===== src/rtl/sntc_ldpc_pkg.sv =====
// rtl/sntc_ldpc_pkg.sv - shared sizes, launch-state type and counter helper for the LDPC input loader
package sntc_ldpc_pkg;

  localparam int NN_DEF    = 'h000d0;
  localparam int BEAT_DEF  = 8;
  localparam int NBEAT_DEF = NN_DEF / BEAT_DEF;

  typedef enum logic [1:0] {
    IDLE   = 2'd0,
    LAUNCH = 2'd1,
    BUSY   = 2'd2
  } launch_st_e;

  function automatic logic [15:0] sat_inc16(input logic [15:0] v);
    return (v == 16'hFFFF) ? v : v + 16'd1;
  endfunction

endpackage


===== src/rtl/sntc_ldpc_frame_assembler.sv =====
// rtl/sntc_ldpc_frame_assembler.sv - beat counting, frame length check and discard of over-long frames
module sntc_ldpc_frame_assembler
  import sntc_ldpc_pkg::*;
#(
  parameter int  NBEAT = NBEAT_DEF,
  localparam int IW    = $clog2(NBEAT)
) (
  input  logic          clk,
  input  logic          rstn,
  input  logic          clr,
  input  logic          s_valid,
  input  logic          s_last,
  input  logic          bank_full,
  output logic          s_ready,
  output logic          wr_en,
  output logic [IW-1:0] wr_idx,
  output logic          frame_done,
  output logic          frame_bad
);

  logic [IW-1:0] cnt_q, cnt_d;
  logic          discard_q, discard_d;
  logic          accept;
  logic          at_end;

  // While discarding, beats are swallowed even if the target bank is still occupied.
  assign s_ready = !bank_full || discard_q;
  assign accept  = s_valid && s_ready;
  assign at_end  = (cnt_q == IW'(NBEAT - 1));
  assign wr_en   = accept && !discard_q;
  assign wr_idx  = cnt_q;

  always_comb begin
    cnt_d      = cnt_q;
    discard_d  = discard_q;
    frame_done = 1'b0;
    frame_bad  = 1'b0;
    if (accept) begin
      if (discard_q) begin
        if (s_last) begin
          discard_d = 1'b0;
          cnt_d     = '0;
        end
      end else if (s_last) begin
        cnt_d = '0;
        if (at_end) begin
          frame_done = 1'b1;
        end else begin
          frame_bad = 1'b1;
        end
      end else if (at_end) begin
        cnt_d     = '0;
        discard_d = 1'b1;
        frame_bad = 1'b1;
      end else begin
        cnt_d = cnt_q + 1'b1;
      end
    end
  end

  always_ff @(posedge clk) begin
    if (!rstn || clr) begin
      cnt_q     <= '0;
      discard_q <= 1'b0;
    end else begin
      cnt_q     <= cnt_d;
      discard_q <= discard_d;
    end
  end

endmodule


===== src/rtl/sntc_ldpc_input_loader.sv =====
// rtl/sntc_ldpc_input_loader.sv - double-banked channel-input loader with decoder launch FSM
module sntc_ldpc_input_loader
  import sntc_ldpc_pkg::*;
#(
  parameter int NN   = NN_DEF,
  parameter int BEAT = BEAT_DEF
) (
  input  logic              clk,
  input  logic              rstn,
  input  logic              clr,
  input  logic              s_valid,
  output logic              s_ready,
  input  logic [2*BEAT-1:0] s_sym,
  input  logic              s_last,
  output logic [NN-1:0]     q0_0,
  output logic [NN-1:0]     q0_1,
  output logic              start,
  input  logic              dec_done,
  output logic              frame_err,
  output logic [15:0]       frame_cnt,
  output logic [15:0]       drop_cnt
);

  localparam int NBEAT = NN / BEAT;
  localparam int IW    = $clog2(NBEAT);
  localparam int BW    = $clog2(NN);

  logic [NN-1:0]   q00_bank_q [2];
  logic [NN-1:0]   q01_bank_q [2];
  logic [1:0]      full_q, full_d;
  logic            wr_ptr_q, rd_ptr_q;
  launch_st_e      st_q;
  logic            start_q, frame_err_q;
  logic [15:0]     frame_cnt_q, drop_cnt_q;

  logic            wr_en, frame_done, frame_bad, release_bank;
  logic [IW-1:0]   wr_idx;
  logic [BW-1:0]   wr_base;
  logic [BEAT-1:0] sym0, sym1;

  sntc_ldpc_frame_assembler #(
    .NBEAT (NBEAT)
  ) u_asm (
    .clk        (clk),
    .rstn       (rstn),
    .clr        (clr),
    .s_valid    (s_valid),
    .s_last     (s_last),
    .bank_full  (full_q[wr_ptr_q]),
    .s_ready    (s_ready),
    .wr_en      (wr_en),
    .wr_idx     (wr_idx),
    .frame_done (frame_done),
    .frame_bad  (frame_bad)
  );

  always_comb begin
    sym0 = '0;
    sym1 = '0;
    for (int k = 0; k < BEAT; k++) begin
      sym0[k] = s_sym[2*k];
      sym1[k] = s_sym[2*k+1];
    end
  end

  assign wr_base      = BW'(wr_idx) * BW'(BEAT);
  assign release_bank = (st_q == BUSY) && dec_done;

  // Fill and release never target the same bank in one cycle, so both edits can apply.
  always_comb begin
    full_d = full_q;
    if (frame_done) begin
      full_d[wr_ptr_q] = 1'b1;
    end
    if (release_bank) begin
      full_d[rd_ptr_q] = 1'b0;
    end
  end

  always_ff @(posedge clk) begin
    if (!rstn || clr) begin
      for (int i = 0; i < 2; i++) begin
        q00_bank_q[i] <= '0;
        q01_bank_q[i] <= '0;
      end
      full_q      <= '0;
      wr_ptr_q    <= 1'b0;
      rd_ptr_q    <= 1'b0;
      st_q        <= IDLE;
      start_q     <= 1'b0;
      frame_err_q <= 1'b0;
      frame_cnt_q <= '0;
      drop_cnt_q  <= '0;
    end else begin
      start_q     <= 1'b0;
      frame_err_q <= frame_bad;
      full_q      <= full_d;
      if (frame_bad) begin
        drop_cnt_q <= sat_inc16(drop_cnt_q);
      end
      if (wr_en) begin
        q00_bank_q[wr_ptr_q][wr_base +: BEAT] <= sym0;
        q01_bank_q[wr_ptr_q][wr_base +: BEAT] <= sym1;
      end
      if (frame_done) begin
        wr_ptr_q <= !wr_ptr_q;
      end
      case (st_q)
        IDLE: begin
          if (full_q[rd_ptr_q]) begin
            st_q    <= LAUNCH;
            start_q <= 1'b1;
          end
        end
        LAUNCH: begin
          frame_cnt_q <= sat_inc16(frame_cnt_q);
          st_q        <= BUSY;
        end
        BUSY: begin
          if (dec_done) begin
            st_q     <= IDLE;
            rd_ptr_q <= !rd_ptr_q;
          end
        end
        default: st_q <= IDLE;
      endcase
    end
  end

  assign q0_0      = q00_bank_q[rd_ptr_q];
  assign q0_1      = q01_bank_q[rd_ptr_q];
  assign start     = start_q;
  assign frame_err = frame_err_q;
  assign frame_cnt = frame_cnt_q;
  assign drop_cnt  = drop_cnt_q;

endmodule


===== config.mk =====
export PLATFORM = sky130hd
export DESIGN_NAME = sntc_ldpc_input_loader
export DESIGN_NICKNAME = d
export VERILOG_FILES = /design/src/rtl/sntc_ldpc_pkg.sv /design/src/rtl/sntc_ldpc_frame_assembler.sv /design/src/rtl/sntc_ldpc_input_loader.sv
export SDC_FILE = /design/constraint.sdc
export NUM_CORES = 1
export LEC_CHECK = 0
export BUFFER_PORTS_ARGS = -buffer_cell sky130_fd_sc_hd__buf_2
export CAP_MARGIN = 25
export CORE_AREA = 10 10 229 318
export DETAILED_ROUTE_END_ITERATION = 10
export DIE_AREA = 0 0 239 328
export PLACE_DENSITY = 0.89
export SLEW_MARGIN = 20
export SYNTH_ARGS = -nofsm -noshare
export SYNTH_HDL_FRONTEND = slang
export SYNTH_SLANG_ARGS = --single-unit

===== constraint.sdc =====
create_clock -name clk -period 5.2 [get_ports clk]
set_clock_uncertainty 0.15 [all_clocks]
set_input_delay 1.04 -clock clk [delete_from_list [all_inputs] [get_ports clk]]
set_output_delay 1.04 -clock clk [all_outputs]
set_load 0.1 [all_outputs]

---- Word level (Yosys, flattened, before mapping) ----
Memory sizes are Yosys's and may differ from the RTL's. A register that Yosys moved wholly into a read port is not among the register bits.
Cells that the tools add are included.
word-level totals
  logic and storage cells ................. 102
  memories ................................ 2
  bits in registers ....................... 46
  memory bits (writable) .................. 832
  output and inout port bits .............. 451
  input port bits ......................... 22
memory list
  memory      depth  bits a word  read ports  clocked after Yosys merged registers in  wr ports  RTL line                      text
  q00_bank_q  2      208          1           1                                        2         sntc_ldpc_input_loader.sv:28  logic [NN-1:0] q00_bank_q [2];
  q01_bank_q  2      208          1           1                                        2         sntc_ldpc_input_loader.sv:29  logic [NN-1:0] q01_bank_q [2];
cells by class
  bitwise operators ....................... 6
  equal/unequal tests ..................... 8
  magnitude comparators ................... 4
  add/subtract/negate cells ............... 4
  reduce and logical (&&, ||, !) cells .... 21
  shifts and indexed selects .............. 3
  muxes and demuxes ....................... 44
operator list
  operator                                                    count
  2-to-1 mux 208 bit                                          5
  OR reduction 208 bit                                        2
  indexed part select 8 x 10 -> 208 bit                       2
  variable shift 8 x 10 -> 208 bit, first input constant      1
  adder 16 x 1 -> 16 bit, second input constant               2
  equality test 16 bit, second input constant                 2
  2-to-1 mux 1 bit                                            28
  2-to-1 mux 5 bit                                            4
  negation 8 -> 10 bit                                        1
  AND reduction 2 bit                                         5
  2-to-1 mux 2 bit                                            4
  inequality test 2 bit, second input constant                3
  one-hot mux 2 bit (3 select lines)                          1
  adder 5 x 1 -> 5 bit, second input constant                 1
  equality test 5 bit, second input constant                  1
  logical AND 1 bit                                           5
  logical NOT 1 bit                                           5
  less-than comparator 1 x 2 -> 1 bit, second input constant  2
  NOT 1 bit                                                   3
  AND 2 bit                                                   1
  demux 1 bit (select 1 bit)                                  2
  equality test 2 x 1 -> 1 bit, second input constant         1
  equality test 2 bit, second input constant                  1
  >= comparator 1 bit, second input constant                  2
  5 further kinds                                             6

---- Depth between registers and ports, before layout ----
Gate-level depths: netlist (run 1).
  depth after elaboration ................. 11
  gate-level depth with buffers ........... 11
  mapped depth without buffers ............ 8

---- Cells and area by module ----
Synthesis (run 1) repeated with hierarchy kept, for this count alone.
unflattened totals
  cells, all modules ...................... 2,868
  area, all modules ....................... 38,227.9 sq um
by module, submodules not included
  module                     cells each  instances  area an instance (sq um)  sequential area each (sq um)
  sntc_ldpc_input_loader     2,821       1          37,816.3                  25,804.7
  sntc_ldpc_frame_assembler  47          1          411.6                     120.1

---- Least setup slack after synthesis (run 1) ----
OpenSTA, ideal clock, no wires.
  path kind ............................... reg-to-reg
  from .................................... register u_asm.cnt_q[0], in the netlist u_asm.wr_idx[0]
  to ...................................... memory q00_bank_q[0][24] (netlist bit) (enable)
  data required time ...................... 4.615 ns
  clock period less this slack ............ 4.345 ns
  path buffers ............................ 3
  data arrival time ....................... 3.759 ns
  stages on the path, launching flop included .. 9
  library setup time ...................... 0.435 ns
  slack ................................... 0.855 ns
  cell sequence ........................... dfxtp_1 -> buf_2 -> inv_1 -> ha_1 -> buf_2 -> xnor2_2 -> clkbuf_1 -> nand2_1 -> o41ai_1
RTL lines
  element                   RTL line                         text
  start: declaration        sntc_ldpc_frame_assembler.sv:21  logic [IW-1:0] cnt_q, cnt_d;
  start signal: assignment  sntc_ldpc_frame_assembler.sv:66  cnt_q <= cnt_d;
  end: declaration          sntc_ldpc_input_loader.sv:28

==> results of run 1 <==
## Yosys cell counts, types with 3 or more instances
cell type / instances / share of area (%)
a31oi_1: 7 / 0.11
o41ai_1: 10 / 0.23
o21ai_0: 46 / 0.60
o311ai_0: 4 / 0.091
and2_1: 8 / 0.13
dfxtp_1: 47 / 2.4
nor4_1: 83 / 1.3
nor3b_1: 3 / 0.058
nand2b_1: 10 / 0.16
and3_1: 3 / 0.049
clkbuf_1: 202 / 2.0
o2111ai_1: 3 / 0.068
clkinv_1: 5 / 0.049
mux2i_1: 4 / 0.10
nand4_1: 11 / 0.18
mux2_2: 419 / 12
ha_1: 10 / 0.32
inv_1: 25 / 0.24
buf_2: 49 / 0.64
and4_1: 20 / 0.45
nand3_1: 53 / 0.69
nor2b_1: 7 / 0.11
or4_1: 15 / 0.29
nor2_1: 338 / 3.3
a21oi_1: 24 / 0.31
o31ai_1: 19 / 0.37
nand3b_1: 3 / 0.058
nand2_1: 128 / 1.2
nor3_1: 427 / 5.6
buf_1: 18 / 0.18
edfxtp_1: 832 / 65
or3_1: 3 / 0.049
buf_6: 4 / 0.12
## registers in the layout, summed over array words and instances (netlist names), named ones only
name             cells
frame_err            1
q00_bank_q         416
full_q               2
rd_ptr_q             1
wr_ptr_q             1
frame_cnt           16
u_asm.discard_q      1
u_asm.wr_idx         5
start                1
q01_bank_q         416
st_q                 2
drop_cnt            16
## report_power, final
group          switching (uW)  leakage [uW]  internal (uW)  total [uW]
Clock                    2700       0.00125           3190        5890
Sequential               89.7       0.00955           8020        8110
Combinational            1660       0.00553            272        1940
Total                    4450        0.0163          11500       15900
## layout make-up
type / count / share of cell area [%]
clock buffers: 96 / 4.72
clock inverters: 50 / 1.08
repair buffers: 569 / 7.31
well taps: 855 / 2.40
inverters: 30 / 0.253
flip-flops and latches: 879 / 58.2
multi-input cells: 1709 / 26.0
## kinds of logic after synthesis
kind of cell	synth area share, %
buf+inv	3.19
flops	67.3
mux	12.4
xor+xnor	0.130
simple gates	14.3
compound gates	2.27
fa+ha+maj	0.325
## stage by stage
| stage | hold WS [ps] | instances | instance area [um2] | total power [uW] | worst slack (ps) |
|---|---|---|---|---|---|
| 2_1_floorplan | 310 | 2891 | 38500 | 9710 | 855 |
| 3_3_place_gp | 325 | 4034 | 41800 | 10100 | 1200 |
| 3_5_place_dp | 328 | 4038 | 41900 | 10200 | 1070 |
| 4_1_cts | 337 | 4184 | 44400 | 15900 | 1050 |
| 5_1_grt | 344 | 4188 | 44500 | 16300 | 726 |
| 6_report | 341 | 4188 | 44500 | 15900 | 1020 |
## critical path, cell delays in order, from the launching register on
cell	delay [ps]
dfxtp_1	710
inv_1	200
ha_1	320
nand3b_1	180
o22ai_1	120
a22oi_2	840
buf_4	610
buf_4	570
nor3_1	140
## cell usage in the layout, fill, tap and decap left out, types with 15 or more instances in the layout
master     Yosys  routed
edfxtp_1     832     832
dfxtp_1       47      46
buf_2         49     472
clkinv_1       5      21
buf_4          0      85
mux2_2       419     419
or4_1         15      15
o21ai_1        1      31
nor4_1        83      81
and4_1        20      20
clkbuf_16      0      82
a21oi_1       24      23
nor3_1       427     427
nor2_1       338     338
nand2_1      128     126
nand3_1       53      47
inv_1         25      24
## per-layer routing
layer / vias to the layer above / GRT usage (%) / routed length [um]
li1: 11600 / - / -
met1: 13300 / 34.2 / 40000
met2: 1820 / 49.3 / 59000
met3: 325 / 7.43 / 12900
met4: 4 / 16.9 / 6960
met5: - / 0 / 24
## worst max path at each step
| stage | endpoint | slack (ps) | depth (start not counted) |
|---|---|---|---|
| 6_report | q00_bank_q[0][36] | 1020 | 8 |
| 5_1_grt | q00_bank_q[0][36] | 730 | 8 |
| 4_1_cts | q00_bank_q[0][36] | 1050 | 8 |
| 3_5_place_dp | q00_bank_q[0][21] | 1070 | 8 |
| 3_3_place_gp | q00_bank_q[1][33] | 1200 | 8 |
| 2_1_floorplan | q00_bank_q[0][24] | 860 | 8 |
==> impl_metrics.yaml, run 1 <==
run_status:
  outcome: "completed"
sta:
  report.final.hold_viol_count: 0
  fmax_mhz: 239
  timing_max_transition_violations_final: 0
  slew_headroom_pct: 28.6
  timing.final.crit_share_pct: 80.4
  rsz0062_at_grt: "false"
  final-setup-viol-count: 0
  actual_slew_at_the_worst_max_slew_pin_ps: 1070
  finalWorstPathRequiredPeriod_ps: 4180
  total_negative_setup_slack_ps: 0
setup_path:
  worst_ep_required_time_ps: 5400
  critPathMaxFanout: 58
  timing.rr.start: "u_asm.wr_idx[0]"
  reg2regPathDepth: 8
  path_type_of_the_worst_setup_path: "reg -> reg"
  setup.worst_path.start_class: "register"
  cp-end-kind: "register"
  worst-r2r-setup-slack_ps: 1020
  crit_start: "u_asm.wr_idx[0]"
  cp.arrival_ps: 4380
  r2r-end: "q00_bank_q[0][36]"
clocking:
  worstSkewPairLatency_ps: 660
  cts.hold.buffers_added: 0
  cts-root-buf: "clkbuf_16"
  postCtsSetupRepairBufs: 0
  clock-sinks: 879
  max-clock-path-buffers: 3
  tritoncts_clock_tree: "done"
  post_cts_resize_count: 0
  ctsHtreeMaxLevel: 3
  cts_bufs_inserted: 81
  clock_slew_at_reported_path_ffs_ps: 70
floorplan:
  coreArea_um2: 66600
  num_rows: 112
  initial_utilization_pct: 57.8
  die_height_um: 328
  io_pins: 473
  die_width_um: 239
  die_area_um2: 78400
route:
  starting_drt_drc_count: 3591
  routed_wl_um: 119000
  routed-via-count: 27000
  wire_per_inst_um: 28.4
  detail_route.drc_violations: 0
  antenna_violating_nets_post_route: 0
  dr_pass1_iterations: 9
  routed_via_density: 6.46
yosys:
  cells_after_synth: 2891
  async_reset_ff_share_pct: 0
  postSynthAreaPerCell_um2: 13.3
  synth_warnings: 0
  ys_types: 74
  netlist_area_um2: 38500
  synth_seq_area_share_pct: 67.3
  synth_enable_flop_cells: 832
  synth_fp_nets: 2923
  synth_flop_cell: "edfxtp_1"
  synth.ff_latch_count: 879
global_route:
  pin_count_of_the_biggest_net_entering_global_routing: 65
  antenna_found_initial: 2
  first_global_vias: 26600
  gr-total-overflow: 0
  first_pass_grt_wire_length_um: 172000
  groute.usage.overall_pct: 29.5
placed_design:
  routabilityCongestion: 0.930
  detailed_place_hpwl_um: 78800
  placement.io_buffers: 472
hold_path:
  worstHoldPathType: "reg -> reg"
  worst_hold_path.num_cells: 2
  worstHoldStart: "frame_cnt[9]"
  hold_end: "frame_cnt[9]"
cells_and_area:
  final_layout_size_suffix_gt1_share_pct: 34.9
  diodes: 0
  finish.utilization_pct: 66.9
  area_growth_syn_to_layout_pct: 15.7
  regArea_um2: 25900
  fill_cells: 4473
  multiInputGateArea_um2: 11600
  final_nets: 3302
power_and_ir_drop:
  leakage_uw: 0.0163
  ir_worst_vdd_mv: 0.312
  power.density_cell_area_nw_per_um2: 358
flow_run:
  maxCapViolations: 0
(Power assumes the default switching activity.)
==> inputs of run 2 (changes only) <==
- clock period: 5.2 -> 4.25 ns (I/O delays scaled with it)
==> run 2 against run 1 <==
Critical path depth is 1 lower. Utilization increased by 0.47 points. Clock power grew 25%.
==> impl_metrics.yaml, run 2 (synthesis gave the netlist of run 1 again) <==
setup_path:
  critPathMaxFanout: 18
  cp_cell_sequence: "inv_1 -> ha_1 -> xor2_2 -> nand2_2 -> buf_4 -> o21ai_1 -> buf_4"
  timing.critical_path.slowest_stage_cell: "dfxtp_1"
  critical_path.most_common_cell: "buf_4"
  cp_num_cells: 7
  worst-r2r-setup-slack_ps: 460
  reg2regPathDepth: 7
  r2r-end: "q01_bank_q[0][68]"
  worst_ep_required_time_ps: 4420
  timing.critical_path.slowest_cell_delay_ps: 730
  worst_setup_path_endpoint: "q01_bank_q[0][68]"
  cp-end-kind: "register"
  timing.critical_path.buf_inv: 3
  setup.worst_path.start_class: "register"
  crit_start: "u_asm.wr_idx[0]"
  cp_top_family: "buffers and inverters"
  cp.arrival_ps: 3960
  path_type_of_the_worst_setup_path: "reg -> reg"
  timing.rr.start: "u_asm.wr_idx[0]"
route:
  wire_per_inst_um: 28.4
  routed-via-count: 27400
  detail_route.drc_violations: 0
  dr_pass1_iterations: 6
  routed_wl_um: 120000
  starting_drt_drc_count: 3498
  routed_via_density: 6.49
  antenna_violating_nets_post_route: 0
clocking:
  post_cts_resize_count: 0
  ctsHtreeMaxLevel: 3
  tritoncts_clock_tree: "done"
  clock-sinks: 879
  cts_bufs_inserted: 81
  worstSkewPairLatency_ps: 640
  max-clock-path-buffers: 3
  postCtsSetupRepairBufs: 0
  clock_slew_at_reported_path_ffs_ps: 70
  cts.hold.buffers_added: 0
  cts-root-buf: "clkbuf_16"
floorplan:
  die_width_um: 239
  initial_utilization_pct: 57.8
  num_rows: 112
  die_area_um2: 78400
  die_height_um: 328
  io_pins: 473
  coreArea_um2: 66600
placed_design:
  routabilityCongestion: 0.911
  placed_insts: 4063
  placement.io_buffers: 472
  detailed_place_hpwl_um: 78700
cells_and_area:
  layout_commonest_cell: "edfxtp_1"
  finish.utilization_pct: 67.4
  layout.cells.most_common_list: "edfxtp_1 (832), buf_2 (472), nor3_1 (427)"
  final_nets: 3326
  final_layout_size_suffix_gt1_share_pct: 35.4
  largestRegisters: "q00_bank_q: 416 flops, q01_bank_q: 416 flops"
  layout.cells.non_filler: 4217
  area_growth_syn_to_layout_pct: 16.5
global_route:
  first_global_vias: 26800
  gr-total-overflow: 0
  groute.usage.overall_pct: 29.6
  first_pass_grt_wire_length_um: 173000
  pin_count_of_the_biggest_net_entering_global_routing: 135
  antenna_found_initial: 2
run_status:
  outcome: "completed"
sta:
  timing_max_transition_violations_final: 0
  slew_headroom_pct: 29.6
  timing.final.crit_share_pct: 89.3
  actual_slew_at_the_worst_max_slew_pin_ps: 1050
  final-setup-viol-count: 0
  finalWorstPathRequiredPeriod_ps: 3790
  report.final.hold_viol_count: 0
  fmax_mhz: 264
  rsz0062_at_grt: "false"
hold_path:
  worstHoldPathType: "in -> reg"
  worst_hold_path.num_cells: 2
power_and_ir_drop:
  power.density_cell_area_nw_per_um2: 439
  ir_worst_vdd_mv: 0.375
  leakage_uw: 0.0165
flow_run:
  maxCapViolations: 0
==> run 2: final cells by class <==
cell class / instances / area, um2
Antenna cell: 2 / 5.00
Clock buffer: 101 / 2180
Clock inverter: 48 / 479
Fill cell: 4381 / 21700
Inverter: 30 / 113
Multi-Input combinational cell: 1709 / 11600
Sequential cell: 879 / 25900
Tap cell: 855 / 1070
Timing Repair Buffer: 593 / 3500
==> run 2: how the worst min path moves through the flow <==
stage	from	endpoint
global placement	frame_cnt[9]	frame_cnt[9]
finish	dec_done	full_q[1]
CTS	dec_done	full_q[1]
floorplan	st_q[1]	st_q[0]
detailed placement	frame_cnt[9]	frame_cnt[9]
global route	dec_done	full_q[1]
==> run 2: report_power, final <==
part / total [uW] / internal (uW) / switching (uW)
sequential: 9920 / 9810 / 108
clock: 7380 / 4150 / 3230
combinational: 2390 / 342 / 2050
total: 19700 / 14300 / 5390
==> run 2: worst register-to-register path, delay by kind of cell, from the launching register on <==
| kind | cells | cell delay [ps] |
|---|---|---|
| adders and majority gates | 1 | 390 |
| xor gates and xnor gates | 1 | 720 |
| and+or+nand+nor | 1 | 520 |
| buffers and inverters | 3 | 830 |
| DFF | 1 | 730 |
| AOI/OAI and AO/OA | 1 | 130 |
==> run 2: through the flow <==
stage	worst slack [ps]	total power (uW)	hold slack (ps)	instance area (um2)	setup TNS (ps)
after floorplan	-94.6	11900	310	38500	-3030
final	456	19700	304	44900	0
after detailed placement	431	12500	327	42100	0
after global placement	447	12400	315	42000	0
after global routing	301	20100	292	44900	0
after CTS	516	19700	258	44800	0
==> run 2: layer usage <==
layer | up-vias | wire length [um] | track usage (%)
met5 | - | 23 | 0
met4 | 4 | 6420 | 16.1
met3 | 324 | 13400 | 6.99
met2 | 1967 | 59900 | 49.8
met1 | 13400 | 40100 | 34.6
li1 | 11700 | - | -
